## config.mk

```make
export PLATFORM = sky130hd
export DESIGN_NAME = hazard_controller_flat
export DESIGN_NICKNAME = d
export VERILOG_FILES = /design/src/rtl/hazard_controller_if.sv /design/src/rtl/hazard_controller.sv /design/src/flat_wrapper.sv
export SDC_FILE = /design/constraint.sdc
export NUM_CORES = 1
export LEC_CHECK = 0
export BUFFER_PORTS_ARGS = -buffer_cell sky130_fd_sc_hd__buf_2
export CORE_MARGIN = 8
export CORE_UTILIZATION = 25
export DETAILED_ROUTE_END_ITERATION = 8
export HOLD_SLACK_MARGIN = 0.06
export PLACE_DENSITY = 0.55
export SETUP_SLACK_MARGIN = 0.1
export SYNTH_ARGS = -nofsm -noshare
export SYNTH_HDL_FRONTEND = slang
export SYNTH_SLANG_ARGS = --single-unit
```

## constraint.sdc

```tcl
create_clock -name clk -period 5.35 [get_ports clk]
set_input_delay 0.2675 -clock clk [delete_from_list [all_inputs] [get_ports clk]]
set_output_delay 0.2675 -clock clk [all_outputs]
set_load 0.03 [all_outputs]
```

## src/rtl/hazard_controller_if.sv

```systemverilog
// Hazard controller bundle: pipeline register fields in, pipeline controls out,
// plus the data-memory req/ack pair and the counters/error status.
//   master : the hazard controller (drives controls, dmem_req, status)
//   slave  : the pipeline / data memory side (drives register fields, dmem_ack)
interface hazard_controller_if #(
   parameter int CNT_W = 16
);
   // ID-stage instruction
   logic [4:0]       if_id_rs1;
   logic [4:0]       if_id_rs2;
   logic             if_id_uses_rs2;
   // EX-stage instruction
   logic [4:0]       id_ex_rd;
   logic [4:0]       id_ex_rs1;
   logic [4:0]       id_ex_rs2;
   logic             id_ex_memread;
   // MEM-stage instruction
   logic [4:0]       ex_mem_rd;
   logic             ex_mem_regwrite;
   logic             ex_mem_memread;
   logic             ex_mem_memwrite;
   logic             ex_mem_branch_taken;
   // WB-stage instruction
   logic [4:0]       mem_wb_rd;
   logic             mem_wb_regwrite;
   // data memory handshake
   logic             dmem_req;
   logic             dmem_ack;
   // operand forwarding selects
   logic [1:0]       forward_a;
   logic [1:0]       forward_b;
   // pipeline register enables / bubbles / flushes
   logic             pc_write;
   logic             if_id_write;
   logic             id_ex_write;
   logic             ex_mem_write;
   logic             id_ex_bubble;
   logic             mem_wb_bubble;
   logic             flush_if_id;
   logic             flush_id_ex;
   logic             flush_ex_mem;
   logic             pc_sel_branch;
   // status
   logic             err;
   logic [CNT_W-1:0] stall_cnt;
   logic [CNT_W-1:0] flush_cnt;

   modport master (
      input  if_id_rs1, if_id_rs2, if_id_uses_rs2,
      input  id_ex_rd, id_ex_rs1, id_ex_rs2, id_ex_memread,
      input  ex_mem_rd, ex_mem_regwrite, ex_mem_memread, ex_mem_memwrite, ex_mem_branch_taken,
      input  mem_wb_rd, mem_wb_regwrite,
      input  dmem_ack,
      output dmem_req,
      output forward_a, forward_b,
      output pc_write, if_id_write, id_ex_write, ex_mem_write,
      output id_ex_bubble, mem_wb_bubble,
      output flush_if_id, flush_id_ex, flush_ex_mem, pc_sel_branch,
      output err, stall_cnt, flush_cnt
   );

   modport slave (
      output if_id_rs1, if_id_rs2, if_id_uses_rs2,
      output id_ex_rd, id_ex_rs1, id_ex_rs2, id_ex_memread,
      output ex_mem_rd, ex_mem_regwrite, ex_mem_memread, ex_mem_memwrite, ex_mem_branch_taken,
      output mem_wb_rd, mem_wb_regwrite,
      output dmem_ack,
      input  dmem_req,
      input  forward_a, forward_b,
      input  pc_write, if_id_write, id_ex_write, ex_mem_write,
      input  id_ex_bubble, mem_wb_bubble,
      input  flush_if_id, flush_id_ex, flush_ex_mem, pc_sel_branch,
      input  err, stall_cnt, flush_cnt
   );
endinterface

```

## src/rtl/hazard_controller.sv

```systemverilog
// Purpose : hazard detection, EX operand forwarding and stall/bubble/flush sequencing
//           for the 5-stage RV64 pipeline, including multi-cycle data-memory accesses.
// Latency : all pipeline controls are combinational from state + inputs; err and the
//           stall/flush counters are registered (visible the cycle after the event).
// Backpr. : an unacknowledged dmem_req freezes every pipeline register (MEM_WAIT)
//           until dmem_ack; MEM_TIMEOUT cycles without ack latch a sticky error.
//
// Ports
//   clk    : rising-edge clock
//   reset  : asynchronous active-low reset (also gates dmem_req immediately)
//   hz_if  : hazard_controller_if.master - pipeline fields in, controls/status out
module hazard_controller #(
   parameter int CNT_W       = 16,
   parameter int MEM_TIMEOUT = 64
) (
   input  logic                clk,
   input  logic                reset,
   hazard_controller_if.master hz_if
);

   localparam logic [15:0]      L_TIMEOUT = 16'(MEM_TIMEOUT);
   localparam logic [CNT_W-1:0] L_CNT_MAX = '1;

   typedef enum logic [1:0] {
      ST_RUN      = 2'd0,
      ST_MEM_WAIT = 2'd1,
      ST_ERROR    = 2'd2
   } state_t;

   state_t           r_state;
   state_t           w_state_nxt;
   logic [15:0]      r_wait_cnt;
   logic [15:0]      w_wait_cnt_nxt;
   logic             r_err;
   logic             w_err_nxt;
   logic [CNT_W-1:0] r_stall_cnt;
   logic [CNT_W-1:0] r_flush_cnt;

   // hazard terms
   logic             w_mem_access;
   logic             w_load_use;
   logic             w_branch;
   logic [1:0]       w_fwd_a;
   logic [1:0]       w_fwd_b;

   // control outputs
   logic             w_pc_write;
   logic             w_if_id_write;
   logic             w_id_ex_write;
   logic             w_ex_mem_write;
   logic             w_id_ex_bubble;
   logic             w_mem_wb_bubble;
   logic             w_flush_if_id;
   logic             w_flush_id_ex;
   logic             w_flush_ex_mem;
   logic             w_pc_sel_branch;
   logic             w_dmem_req;
   logic             w_advance;
   logic             w_stall_inc;
   logic             w_flush_inc;

   // ------------------------------------------------------------------
   // Hazard detection
   // ------------------------------------------------------------------
   always_comb begin
      w_mem_access = hz_if.ex_mem_memread | hz_if.ex_mem_memwrite;
      w_branch     = hz_if.ex_mem_branch_taken;
      // A load in EX whose rd is consumed by the ID instruction; x0 never creates a dependency.
      w_load_use   = hz_if.id_ex_memread && (hz_if.id_ex_rd != 5'd0) &&
                     ((hz_if.id_ex_rd == hz_if.if_id_rs1) ||
                      (hz_if.if_id_uses_rs2 && (hz_if.id_ex_rd == hz_if.if_id_rs2)));
   end

   // ------------------------------------------------------------------
   // Forwarding: the younger producer (EX_MEM) wins over MEM_WB.
   // Independent of FSM state.
   // ------------------------------------------------------------------
   always_comb begin
      w_fwd_a = 2'b00;
      if (hz_if.ex_mem_regwrite && (hz_if.ex_mem_rd != 5'd0) &&
          (hz_if.ex_mem_rd == hz_if.id_ex_rs1)) begin
         w_fwd_a = 2'b10;
      end else if (hz_if.mem_wb_regwrite && (hz_if.mem_wb_rd != 5'd0) &&
                   (hz_if.mem_wb_rd == hz_if.id_ex_rs1)) begin
         w_fwd_a = 2'b01;
      end
   end

   always_comb begin
      w_fwd_b = 2'b00;
      if (hz_if.ex_mem_regwrite && (hz_if.ex_mem_rd != 5'd0) &&
          (hz_if.ex_mem_rd == hz_if.id_ex_rs2)) begin
         w_fwd_b = 2'b10;
      end else if (hz_if.mem_wb_regwrite && (hz_if.mem_wb_rd != 5'd0) &&
                   (hz_if.mem_wb_rd == hz_if.id_ex_rs2)) begin
         w_fwd_b = 2'b01;
      end
   end

   // ------------------------------------------------------------------
   // Sequencer: next state + pipeline controls
   // ------------------------------------------------------------------
   always_comb begin
      w_state_nxt     = r_state;
      w_wait_cnt_nxt  = r_wait_cnt;
      w_err_nxt       = r_err;
      w_pc_write      = 1'b1;
      w_if_id_write   = 1'b1;
      w_id_ex_write   = 1'b1;
      w_ex_mem_write  = 1'b1;
      w_id_ex_bubble  = 1'b0;
      w_mem_wb_bubble = 1'b0;
      w_flush_if_id   = 1'b0;
      w_flush_id_ex   = 1'b0;
      w_flush_ex_mem  = 1'b0;
      w_pc_sel_branch = 1'b0;
      w_advance       = 1'b0;
      w_stall_inc     = 1'b0;
      w_flush_inc     = 1'b0;

      case (r_state)
         ST_RUN: begin
            if (w_mem_access && !hz_if.dmem_ack) begin
               // Memory not ready: freeze the pipe, keep WB from retiring twice.
               w_pc_write      = 1'b0;
               w_if_id_write   = 1'b0;
               w_id_ex_write   = 1'b0;
               w_ex_mem_write  = 1'b0;
               w_mem_wb_bubble = 1'b1;
               w_state_nxt     = ST_MEM_WAIT;
               w_wait_cnt_nxt  = 16'd1;
            end else begin
               w_advance = 1'b1;
            end
         end

         ST_MEM_WAIT: begin
            // Every cycle spent here is a stall cycle, including the ack cycle.
            w_stall_inc = 1'b1;
            if (hz_if.dmem_ack) begin
               w_advance      = 1'b1;
               w_state_nxt    = ST_RUN;
               w_wait_cnt_nxt = 16'd0;
            end else begin
               w_pc_write      = 1'b0;
               w_if_id_write   = 1'b0;
               w_id_ex_write   = 1'b0;
               w_ex_mem_write  = 1'b0;
               w_mem_wb_bubble = 1'b1;
               if (r_wait_cnt >= L_TIMEOUT) begin
                  w_state_nxt = ST_ERROR;
                  w_err_nxt   = 1'b1;
               end else begin
                  w_wait_cnt_nxt = r_wait_cnt + 16'd1;
               end
            end
         end

         ST_ERROR: begin
            w_pc_write      = 1'b0;
            w_if_id_write   = 1'b0;
            w_id_ex_write   = 1'b0;
            w_ex_mem_write  = 1'b0;
            w_id_ex_bubble  = 1'b1;
            w_mem_wb_bubble = 1'b1;
         end

         default: begin
            w_state_nxt = ST_RUN;
         end
      endcase

      // Pipe is moving this cycle: a taken branch squashes the younger
      // instructions (so any load-use among them is moot), otherwise a
      // load-use holds PC/IF_ID and injects a bubble into ID_EX.
      if (w_advance) begin
         if (w_branch) begin
            w_pc_sel_branch = 1'b1;
            w_flush_if_id   = 1'b1;
            w_flush_id_ex   = 1'b1;
            w_flush_ex_mem  = 1'b1;
            w_flush_inc     = 1'b1;
         end else if (w_load_use) begin
            w_pc_write     = 1'b0;
            w_if_id_write  = 1'b0;
            w_id_ex_bubble = 1'b1;
            w_stall_inc    = 1'b1;
         end
      end
   end

   // Reset is folded in so an in-flight request is withdrawn the moment reset asserts.
   always_comb begin
      w_dmem_req = reset && ((r_state == ST_RUN) || (r_state == ST_MEM_WAIT)) && w_mem_access;
   end

   // ------------------------------------------------------------------
   // State registers
   // ------------------------------------------------------------------
   always_ff @(posedge clk or negedge reset) begin
      if (!reset) begin
         r_state    <= ST_RUN;
         r_wait_cnt <= 16'd0;
         r_err      <= 1'b0;
      end else begin
         r_state    <= w_state_nxt;
         r_wait_cnt <= w_wait_cnt_nxt;
         r_err      <= w_err_nxt;
      end
   end

   // Saturating performance counters
   always_ff @(posedge clk or negedge reset) begin
      if (!reset) begin
         r_stall_cnt <= '0;
         r_flush_cnt <= '0;
      end else begin
         if (w_stall_inc && (r_stall_cnt != L_CNT_MAX)) begin
            r_stall_cnt <= r_stall_cnt + 1'b1;
         end
         if (w_flush_inc && (r_flush_cnt != L_CNT_MAX)) begin
            r_flush_cnt <= r_flush_cnt + 1'b1;
         end
      end
   end

   // ------------------------------------------------------------------
   // Outputs
   // ------------------------------------------------------------------
   assign hz_if.forward_a     = w_fwd_a;
   assign hz_if.forward_b     = w_fwd_b;
   assign hz_if.pc_write      = w_pc_write;
   assign hz_if.if_id_write   = w_if_id_write;
   assign hz_if.id_ex_write   = w_id_ex_write;
   assign hz_if.ex_mem_write  = w_ex_mem_write;
   assign hz_if.id_ex_bubble  = w_id_ex_bubble;
   assign hz_if.mem_wb_bubble = w_mem_wb_bubble;
   assign hz_if.flush_if_id   = w_flush_if_id;
   assign hz_if.flush_id_ex   = w_flush_id_ex;
   assign hz_if.flush_ex_mem  = w_flush_ex_mem;
   assign hz_if.pc_sel_branch = w_pc_sel_branch;
   assign hz_if.dmem_req      = w_dmem_req;
   assign hz_if.err           = r_err;
   assign hz_if.stall_cnt     = r_stall_cnt;
   assign hz_if.flush_cnt     = r_flush_cnt;

endmodule

```

## src/flat_wrapper.sv

```systemverilog
// flat-port wrapper written by rule: the top's interface ports become plain ports
module hazard_controller_flat 
#(
   parameter int CNT_W       = 16,
   parameter int MEM_TIMEOUT = 64
)
  (clk, reset, hz_if_if_id_rs1, hz_if_if_id_rs2, hz_if_if_id_uses_rs2, hz_if_id_ex_rd, hz_if_id_ex_rs1, hz_if_id_ex_rs2, hz_if_id_ex_memread, hz_if_ex_mem_rd, hz_if_ex_mem_regwrite, hz_if_ex_mem_memread, hz_if_ex_mem_memwrite, hz_if_ex_mem_branch_taken, hz_if_mem_wb_rd, hz_if_mem_wb_regwrite, hz_if_dmem_ack, hz_if_dmem_req, hz_if_forward_a, hz_if_forward_b, hz_if_pc_write, hz_if_if_id_write, hz_if_id_ex_write, hz_if_ex_mem_write, hz_if_id_ex_bubble, hz_if_mem_wb_bubble, hz_if_flush_if_id, hz_if_flush_id_ex, hz_if_flush_ex_mem, hz_if_pc_sel_branch, hz_if_err, hz_if_stall_cnt, hz_if_flush_cnt);
  hazard_controller_if #(.CNT_W(CNT_W)) hz_if_i ();
  input  logic clk;
  input  logic reset;
  input wire logic [$bits(hz_if_i.if_id_rs1)-1:0] hz_if_if_id_rs1;
  input wire logic [$bits(hz_if_i.if_id_rs2)-1:0] hz_if_if_id_rs2;
  input wire logic [$bits(hz_if_i.if_id_uses_rs2)-1:0] hz_if_if_id_uses_rs2;
  input wire logic [$bits(hz_if_i.id_ex_rd)-1:0] hz_if_id_ex_rd;
  input wire logic [$bits(hz_if_i.id_ex_rs1)-1:0] hz_if_id_ex_rs1;
  input wire logic [$bits(hz_if_i.id_ex_rs2)-1:0] hz_if_id_ex_rs2;
  input wire logic [$bits(hz_if_i.id_ex_memread)-1:0] hz_if_id_ex_memread;
  input wire logic [$bits(hz_if_i.ex_mem_rd)-1:0] hz_if_ex_mem_rd;
  input wire logic [$bits(hz_if_i.ex_mem_regwrite)-1:0] hz_if_ex_mem_regwrite;
  input wire logic [$bits(hz_if_i.ex_mem_memread)-1:0] hz_if_ex_mem_memread;
  input wire logic [$bits(hz_if_i.ex_mem_memwrite)-1:0] hz_if_ex_mem_memwrite;
  input wire logic [$bits(hz_if_i.ex_mem_branch_taken)-1:0] hz_if_ex_mem_branch_taken;
  input wire logic [$bits(hz_if_i.mem_wb_rd)-1:0] hz_if_mem_wb_rd;
  input wire logic [$bits(hz_if_i.mem_wb_regwrite)-1:0] hz_if_mem_wb_regwrite;
  input wire logic [$bits(hz_if_i.dmem_ack)-1:0] hz_if_dmem_ack;
  output wire logic [$bits(hz_if_i.dmem_req)-1:0] hz_if_dmem_req;
  output wire logic [$bits(hz_if_i.forward_a)-1:0] hz_if_forward_a;
  output wire logic [$bits(hz_if_i.forward_b)-1:0] hz_if_forward_b;
  output wire logic [$bits(hz_if_i.pc_write)-1:0] hz_if_pc_write;
  output wire logic [$bits(hz_if_i.if_id_write)-1:0] hz_if_if_id_write;
  output wire logic [$bits(hz_if_i.id_ex_write)-1:0] hz_if_id_ex_write;
  output wire logic [$bits(hz_if_i.ex_mem_write)-1:0] hz_if_ex_mem_write;
  output wire logic [$bits(hz_if_i.id_ex_bubble)-1:0] hz_if_id_ex_bubble;
  output wire logic [$bits(hz_if_i.mem_wb_bubble)-1:0] hz_if_mem_wb_bubble;
  output wire logic [$bits(hz_if_i.flush_if_id)-1:0] hz_if_flush_if_id;
  output wire logic [$bits(hz_if_i.flush_id_ex)-1:0] hz_if_flush_id_ex;
  output wire logic [$bits(hz_if_i.flush_ex_mem)-1:0] hz_if_flush_ex_mem;
  output wire logic [$bits(hz_if_i.pc_sel_branch)-1:0] hz_if_pc_sel_branch;
  output wire logic [$bits(hz_if_i.err)-1:0] hz_if_err;
  output wire logic [$bits(hz_if_i.stall_cnt)-1:0] hz_if_stall_cnt;
  output wire logic [$bits(hz_if_i.flush_cnt)-1:0] hz_if_flush_cnt;
  assign hz_if_i.if_id_rs1 = hz_if_if_id_rs1;
  assign hz_if_i.if_id_rs2 = hz_if_if_id_rs2;
  assign hz_if_i.if_id_uses_rs2 = hz_if_if_id_uses_rs2;
  assign hz_if_i.id_ex_rd = hz_if_id_ex_rd;
  assign hz_if_i.id_ex_rs1 = hz_if_id_ex_rs1;
  assign hz_if_i.id_ex_rs2 = hz_if_id_ex_rs2;
  assign hz_if_i.id_ex_memread = hz_if_id_ex_memread;
  assign hz_if_i.ex_mem_rd = hz_if_ex_mem_rd;
  assign hz_if_i.ex_mem_regwrite = hz_if_ex_mem_regwrite;
  assign hz_if_i.ex_mem_memread = hz_if_ex_mem_memread;
  assign hz_if_i.ex_mem_memwrite = hz_if_ex_mem_memwrite;
  assign hz_if_i.ex_mem_branch_taken = hz_if_ex_mem_branch_taken;
  assign hz_if_i.mem_wb_rd = hz_if_mem_wb_rd;
  assign hz_if_i.mem_wb_regwrite = hz_if_mem_wb_regwrite;
  assign hz_if_i.dmem_ack = hz_if_dmem_ack;
  assign hz_if_dmem_req = hz_if_i.dmem_req;
  assign hz_if_forward_a = hz_if_i.forward_a;
  assign hz_if_forward_b = hz_if_i.forward_b;
  assign hz_if_pc_write = hz_if_i.pc_write;
  assign hz_if_if_id_write = hz_if_i.if_id_write;
  assign hz_if_id_ex_write = hz_if_i.id_ex_write;
  assign hz_if_ex_mem_write = hz_if_i.ex_mem_write;
  assign hz_if_id_ex_bubble = hz_if_i.id_ex_bubble;
  assign hz_if_mem_wb_bubble = hz_if_i.mem_wb_bubble;
  assign hz_if_flush_if_id = hz_if_i.flush_if_id;
  assign hz_if_flush_id_ex = hz_if_i.flush_id_ex;
  assign hz_if_flush_ex_mem = hz_if_i.flush_ex_mem;
  assign hz_if_pc_sel_branch = hz_if_i.pc_sel_branch;
  assign hz_if_err = hz_if_i.err;
  assign hz_if_stall_cnt = hz_if_i.stall_cnt;
  assign hz_if_flush_cnt = hz_if_i.flush_cnt;
  hazard_controller #(.CNT_W(CNT_W), .MEM_TIMEOUT(MEM_TIMEOUT)) u_core (.clk(clk), .reset(reset), .hz_if(hz_if_i));
endmodule
```

== After elaboration in Yosys (flattened, before gate mapping) ==
Cells that the tools add are included.
W data, S select, Z words.

* Bits of input ports: 45
* Output and inout bits: 48
* Word-level logic and storage cells: 82
* Bits in registers: 51

* Add/subtract/negate cells: 3
* Equality and inequality tests: 13
* Magnitude comparators: 1
* Mux-type cells: 32
* Reduce and logical (&&, ||, !) cells: 25
* Bitwise operators: 3

{| class="wikitable"
|+ Operators with widths
! operator !! number
|-
| $add A16 B1 Y16 const B || 3
|-
| $mux W16 || 3
|-
| $ne A16 B16 Y1 const B || 2
|-
| $pmux W16 S2 || 1
|-
| $eq A5 B5 Y1 || 6
|-
| $mux W1 || 19
|-
| $ge A16 B7 Y1 const B || 1
|-
| $reduce_bool A5 Y1 || 3
|-
| $logic_and A1 B1 Y1 || 14
|-
| $mux W2 || 5
|-
| $reduce_and A3 Y1 || 3
|-
| $pmux W1 S3 || 2
|-
| $pmux W2 S3 || 1
|-
| $ne A3 B2 Y1 const B || 1
|-
| $ne A3 B3 Y1 const B || 1
|-
| $eq A2 B1 Y1 const B || 1
|-
| $eq A2 B2 Y1 const B || 1
|-
| $logic_not A2 Y1 || 1
|-
| $logic_or A1 B1 Y1 || 2
|-
| $ne A2 B1 Y1 const B || 1
|-
| $not A1 Y1 || 2
|-
| $pmux W1 S2 || 1
|-
| $reduce_bool A2 Y1 || 1
|-
| $logic_not A1 Y1 || 1
|-
| $or A1 B1 Y1 || 1
|}

== Depth between registers and ports, before layout ==
Gate-level depths: netlist of run 1.

* Depth after elaboration: 8
* Mapped depth: 7
* Gate-level depth less buffers: 7

== Least setup slack after synthesis of run 1 ==
OpenSTA, ideal clock, no wires.

* Kind: input to output
* From: in hz_if_ex_mem_rd[0]
* To: out hz_if_forward_a[0]
* Arrival: 2.205 ns
* Data required time: 5.083 ns
* Slack: 2.878 ns
* Cell stages on the path: 4
* Path buffers: 0
* Cell sequence: or4_1 > o21ai_0 > nor4_1 > nor4_1

* Word-level cells in the longest chain between the ends: 4
* Elaborated cells on any way between the ends: 5
* Classes of those cells: eq/ne: 1; mux: 1; reduce/logical: 3

{| class="wikitable"
|+ RTL lines
! item !! line !! text
|-
| from (decl) || flat_wrapper.sv:18 || <nowiki>input wire logic [$bits(hz_if_i.ex_mem_rd)-1:0] hz_if_ex_mem_rd;</nowiki>
|-
| $reduce_bool A5 Y1 || hazard_controller.sv:80 || <nowiki>if (hz_if.ex_mem_regwrite && (hz_if.ex_mem_rd != 5'd0) &&</nowiki>
|-
| $logic_and A1 B1 Y1 || hazard_controller.sv:80 ||
|-
| $logic_and A1 B1 Y1 * || hazard_controller.sv:80 ||
|-
| $mux W2 * || hazard_controller.sv:80 ||
|-
| to (decl) || flat_wrapper.sv:27 || <nowiki>output wire logic [$bits(hz_if_i.forward_a)-1:0] hz_if_forward_a;</nowiki>
|}

Mark *: on every way between the ends. The rest lies on a longest branch, timed or not.

== Final worst setup path of run 1 ==
* From: reg u_core.r_state[0]
* To: out hz_if_id_ex_bubble

* Word-level cells in the longest chain between the ends: 5
* Elaborated cells on any way between the ends: 8
* Classes of those cells: eq/ne: 2; mux: 5; reduce/logical: 1

{| class="wikitable"
|+ RTL lines
! item !! line !! text
|-
| from (decl) || hazard_controller.sv:30 || <nowiki>state_t r_state;</nowiki>
|-
| from (signal assigned) || hazard_controller.sv:206 || <nowiki>r_state <= w_state_nxt;</nowiki>
|-
| $eq A2 B2 Y1 || hazard_controller.sv:121 || <nowiki>case (r_state)</nowiki>
|-
| $mux W1 || hazard_controller.sv:121 ||
|-
| $mux W1 || hazard_controller.sv:183 || <nowiki>end else if (w_load_use) begin</nowiki>
|-
| $mux W1 || hazard_controller.sv:177 || <nowiki>if (w_branch) begin</nowiki>
|-
| $mux W1 * || hazard_controller.sv:176 || <nowiki>if (w_advance) begin</nowiki>
|-
| to (decl) || flat_wrapper.sv:33 || <nowiki>output wire logic [$bits(hz_if_i.id_ex_bubble)-1:0] hz_if_id_ex_bubble;</nowiki>
|}

Marks and branches as above.

==> impl_metrics.toml, run 1 <==
[yosys]
yosysSeqAreaShare_pct = 44.2
syn-cell-area_um2 = 2890
async_reset_ff_share_pct = 100
postSynthAreaPerCell_um2 = 9.99
ys.flop_type = "dfrtp_1"
synthesis.nets = 338
yosysWarnings = 0
synth-seq-cells = 51
synth_edf_count = 0
synth.distinct_cells = 46
syn_inst = 289

[worst_setup_path]
critical_path_class = "flop to output pin"
rr_worst_depth = 7
critPathCaptureType = "output pin"
crit_arrival_ns = 1.91
startpoint_type = "flop"
required_ns = 5.08
crit_fanout = 5

[timing]
hold_viol_final = 0
period_share_pct = 40.7
finalSetupViolCount = 0
rsz0062_at_grt = "false"
fin_crit_ns = 2.18
worstMarginPinSlew_ns = 0.717
clock.fmax_mhz = 459
setup_tns_ns = 0
slew_violations = 0
slew_headroom_pct = 51.7
fin_skew_ns = 0.00823

[power]
p_per_area_nw_per_um2 = 213
ir_drop_mv = 0.131
power.leakage_nw = 1.79
p_total_uw = 773

[cts]
clock_sinks = 51
htreeDepth = 2
cts_tree = "built"
clock-root-buffer = "clkbuf_16"
clkLatencyLatePin_ns = 0.29
clk_pin_slew_ns = 0.07
clockBufferDepth = 2
cts-hold-fix-buffers = 0
cts.repair.resized = 0
post_cts_buffers = 0
numCtsBuffers = 5

[drt]
routed_via_density = 4.67
post_drt_wl_per_cell_um = 13.9
firstDrtPassIters = 4
ant_nets = 0
vias = 2454
drc = 0
drt_first_iter_violations = 72
totalWireLength_um = 7330

[layout]
nNetsFinal = 431
area_growth_pct = 25.7
final_area_um2 = 3630
filler_cell_count = 1216
utilization_pct = 31.9
final_cells = 526
drive_gt1_share_pct = 29.5
n_antenna_cell = 0

[hold_path]
hold_class = "primary input to async pin"

[floorplan]
start_util_pct = 25.4
die_h_um = 123
die_area_um2 = 15200
core_um2 = 11400
ioPinCount = 93
rows = 39
die_w_um = 123

[global_route]
grt_pass1_vias = 2595
grt_max_degree = 53
antenna_found_initial = 0
grt_pass1_wl_um = 12300
overflow = 0
grt_usage_pct = 9.81

[placed_design]
dpl.hpwl_um = 5740
place_area_um2 = 3480
portBuffers = 92
place_inst = 518
gp_congestion = 0.931

[job]
max_cap_violations = 0

[status]
status = "completed"
## kinds of logic (layout without fill, tap and decap cells)
family,after synthesis,count (layout),synth area share (%)
buf+inv,15,109,2.90
mux,5,5,2.08
xor+xnor,56,56,17.0
compound gates,34,34,8.67
simple gates,124,124,23.4
fa+ha+maj,4,4,1.73
flops,51,51,44.2
## cell type report
type	count	area, µm²	area share, %
Inverter	8	30.0	0.827
Clock buffer	5	125	3.45
Sequential cell	51	1280	35.1
Multi-Input combinational cell	223	1530	42.1
Timing Repair Buffer	93	468	12.9
Clock inverter	3	25.0	0.689
Tap cell	143	179	4.93
## synthesized netlist by cell type (4+ instances only)
master	n	share of area [%]
a21oi_1	6	1.0
and3_1	7	1.5
buf_4	5	1.3
dfrtp_1	51	44
ha_1	4	1.7
inv_1	7	0.91
nand2_1	25	3.2
nand3_1	17	2.9
nand4_1	10	2.2
nor2_1	21	2.7
nor2b_1	9	1.9
nor3_1	6	1.0
nor4_1	9	1.9
o21ai_0	7	1.2
o22a_1	4	1.2
or4_1	5	1.3
xnor2_1	27	8.2
xor2_1	29	8.8
## final timing paths
kind                              startpoint                        end  slack [ns]
max in group asynchronous              reset      u_core.r_wait_cnt[14]        4.83
min                                    reset  u_core.hz_if.stall_cnt[9]        0.09
min reg2reg                 u_core.hz_if.err           u_core.hz_if.err        0.47
min in group clk              hz_if_dmem_ack          u_core.r_state[0]        0.30
max reg2reg                u_core.r_state[0]  u_core.hz_if.flush_cnt[5]        3.26
max                        u_core.r_state[0]         hz_if_id_ex_bubble        3.17
## cell usage in the layout (no fill, tap or decap), types with 4 or more instances in the layout
master     instances
xnor2_1           27
nand2_1           25
o21ai_0            7
nand3_1           17
dfrtp_1           51
buf_2             92
nor3_1             6
o22a_1             4
nor2b_1            9
clkbuf_16          5
a21oi_1            6
nor2_1            21
or4_1              5
ha_1               4
nor4_1             9
and3_1             7
nand4_1           10
xor2_1            29
inv_1              7
## power by group
part           total [mW]  internal, mW  leakage (nW)  switching, mW
Sequential          0.387         0.386         0.684       0.000830
Combinational      0.0656        0.0294          1.04         0.0362
Clock               0.320         0.175        0.0700          0.145
## metal layers
metal	global-route usage (%)	share of wire, %	vias to the layer above
met4	3.01	0.96	0
met1	12.4	46	1149
met5	0	0	-
met3	2.42	9.8	5
met2	16.2	43	92
li1	-	-	1208
## through the flow
step	setup WS, ns	hold WS [ns]
finish	3.17	0.0887
global route	3.02	0.166
CTS	3.13	0.127
detailed placement	3.16	0.440
global placement	3.18	0.438
floorplan	2.88	-0.0281
## critical path: stages (launching register included)
cell	delay (ns)
dfrtp_1	0.42
nor3_2	0.29
o22ai_2	0.13
nor4b_4	0.32
nand2_1	0.17
nand2_1	0.10
buf_2	0.20
## sequential cells by signal, summed over array words and instances (netlist names)
| name | count |
|---|---|
| u_core.hz_if.flush_cnt | 16 |
| u_core.hz_if.err | 1 |
| u_core.r_state | 2 |
| u_core.r_wait_cnt | 16 |
| u_core.hz_if.stall_cnt | 16 |
No activity file was read; power rests on OpenSTA's default activity.
==> inputs of run 2 (changes only) <==
Clock period 5.35 ns to 2.1 ns, I/O delays scaled along.
==> run 2 against run 1 <==
Sequential cell count did not move. Core utilization is 1.5 points higher. Clock skew shrank 0.0033 ns. Via count rose by 1.1%. First-iteration DRC count is 1.4% lower. Final cell count is 2.9% higher. Clock power rose to 2.5 times the previous value. Global-route usage up 0.51 points. Combinational power increased to 2.7 times the previous value. Sequential power grew to 2.6 times the previous value. Non-clock buffer count grew 16.
==> impl_metrics.toml, run 2 (synthesized netlist as in run 1, its figures left out) <==
[layout]
final_cell_mix = "buf_2, dfrtp_1, xor2_1, xnor2_1, nand2_1"
drive_gt1_share_pct = 34.4
n_antenna_cell = 0
final_common_cell = "buf_2"
filler_cell_count = 1173
area_growth_pct = 31.7
final_cells = 541
nNetsFinal = 447

[placed_design]
dpl.hpwl_um = 6300
place_inst = 528
gp_congestion = 0.849
portBuffers = 92

[timing]
finalSetupViolCount = 0
hold_viol_final = 0
fin_crit_ns = 1.97
clock.fmax_mhz = 509
slew_violations = 0
slew_headroom_pct = 57.0
worstMarginPinSlew_ns = 0.646
period_share_pct = 93.6
fin_skew_ns = 0.00495
setup_tns_ns = 0
rsz0062_at_grt = "true"

[cts]
clk_pin_slew_ns = 0.07
clockBufferDepth = 2
cts_tree = "built"
numCtsBuffers = 5
clock-root-buffer = "clkbuf_16"
htreeDepth = 2
clock_sinks = 51
clkLatencyLatePin_ns = 0.28

[floorplan]
rows = 39
core_um2 = 11400
die_h_um = 123
die_area_um2 = 15200
die_w_um = 123
ioPinCount = 93
start_util_pct = 25.4

[global_route]
grt_pass1_vias = 2528
grt_usage_pct = 10.3
overflow = 0
antenna_found_initial = 0
grt_pass1_wl_um = 12700
grt_max_degree = 52

[drt]
totalWireLength_um = 7920
vias = 2480
drt_first_iter_violations = 71
drc = 0
ant_nets = 0
post_drt_wl_per_cell_um = 14.6
routed_via_density = 4.58
firstDrtPassIters = 4

[power]
p_per_area_nw_per_um2 = 516
ir_drop_mv = 0.349
power.leakage_nw = 1.88

[worst_setup_path]
cp_slowest_cell = "dfrtp_2"
crit_fanout = 5
r2r_slack_ns = 0.14
startpoint_type = "flop"
required_ns = 2.00
regToRegEndpoint = "u_core.hz_if.stall_cnt[1]"
max_stage_delay_ns = 0.44
rr_worst_depth = 6
crit_arrival_ns = 1.86
crit_start = "u_core.r_state[0]"
cpMostUsedCell = "nand2_2"
critical_path_class = "flop to output pin"
cp-endpoint = "hz_if_id_ex_bubble"
critPathCaptureType = "output pin"
timing.rr.start = "u_core.r_state[0]"
path_cells = "nor3_4 -> o22ai_2 -> nor4b_4 -> buf_4 -> nand2_2 -> nand2_2 -> buf_6"

[job]
max_cap_violations = 0

[hold_path]
hold_class = "primary input to flop"

[status]
status = "completed"
[run 2: changes by cell type in the layout (fill, tap and decap cells not counted), sizes merged]
cell / before / now
buf: 93 / 108
clkinv: 2 / 1
dlygate4sd3: 0 / 1
clkinvlp: 1 / 0
clkbuf: 5 / 6
[run 2: critical path, delay by kind of cell, from the launching register on]
kind	cells	cell delay, ns
flops	1	0.44
buf+inv	2	0.31
compound gates	1	0.11
simple gates	4	0.71
[run 2: how the worst min path moves through the flow]
stage | depth (start not counted) | slack [ns] | end | startpoint
6_report | 2 | 0.16 | u_core.r_state[0] | hz_if_dmem_ack
5_1_grt | 2 | 0.19 | u_core.r_state[0] | hz_if_dmem_ack
4_1_cts | 2 | 0.16 | u_core.r_state[0] | hz_if_dmem_ack
3_5_place_dp | 2 | 0.36 | u_core.hz_if.flush_cnt[14] | reset
3_3_place_gp | 2 | 0.35 | u_core.hz_if.flush_cnt[13] | reset
2_1_floorplan | 0 | -0.19 | u_core.hz_if.err | reset
[run 2: what timing repair did]
action | in CTS | in global routing
buffers inserted | 1 | 4
gates cloned | 0 | 0
hold endpoints to repair | 51 | 0
gates resized for setup | 2 | 9
setup endpoints to repair | 9 | 8
pin swaps | 1 | 4
hold buffers | 1 | 0
[run 2: routing by layer]
metal | global-route usage (%) | part of all wire, % | up-vias
met1 | 13.8 | 45 | 1165
li1 | - | - | 1233
met3 | 2.97 | 8.6 | 5
met2 | 16.1 | 45 | 77
met4 | 2.48 | 0.98 | 0
met5 | 0 | 0 | -
[run 2: area by class of cell]
type	instances	area [µm²]	share of cell area (%)
Multi-Input combinational cell	223	1580	41.4
Sequential cell	51	1280	33.6
Inverter	8	30.0	0.789
Tap cell	143	179	4.70
Timing Repair Buffer	109	597	15.7
Clock inverter	1	5.00	0.132
Clock buffer	6	139	3.65
[run 2: per-stage QoR]
stage / hold slack [ns] / util (%) / setup slack, ns / area (µm²) / power, mW
global placement: 0.348 / 31.4 / 0.137 / 3570 / 1.17
finish: 0.157 / 33.5 / 0.134 / 3800 / 1.96
floorplan: -0.191 / - / 0.120 / 2910 / 1.08
detailed placement: 0.356 / 31.4 / 0.0575 / 3570 / 1.18
global route: 0.194 / 33.5 / 0.00265 / 3800 / 2.06
CTS: 0.158 / 32.9 / 0.137 / 3740 / 2.00
[run 2: where the power goes]
| group | switching (mW) | leakage, nW | total [mW] | internal, mW |
|---|---|---|---|---|
| logic | 0.0953 | 1.12 | 0.175 | 0.0795 |
| registers | 0.00218 | 0.683 | 0.987 | 0.984 |
| clock network | 0.337 | 0.0727 | 0.802 | 0.466 |
| total | 0.434 | 1.88 | 1.96 | 1.53 |
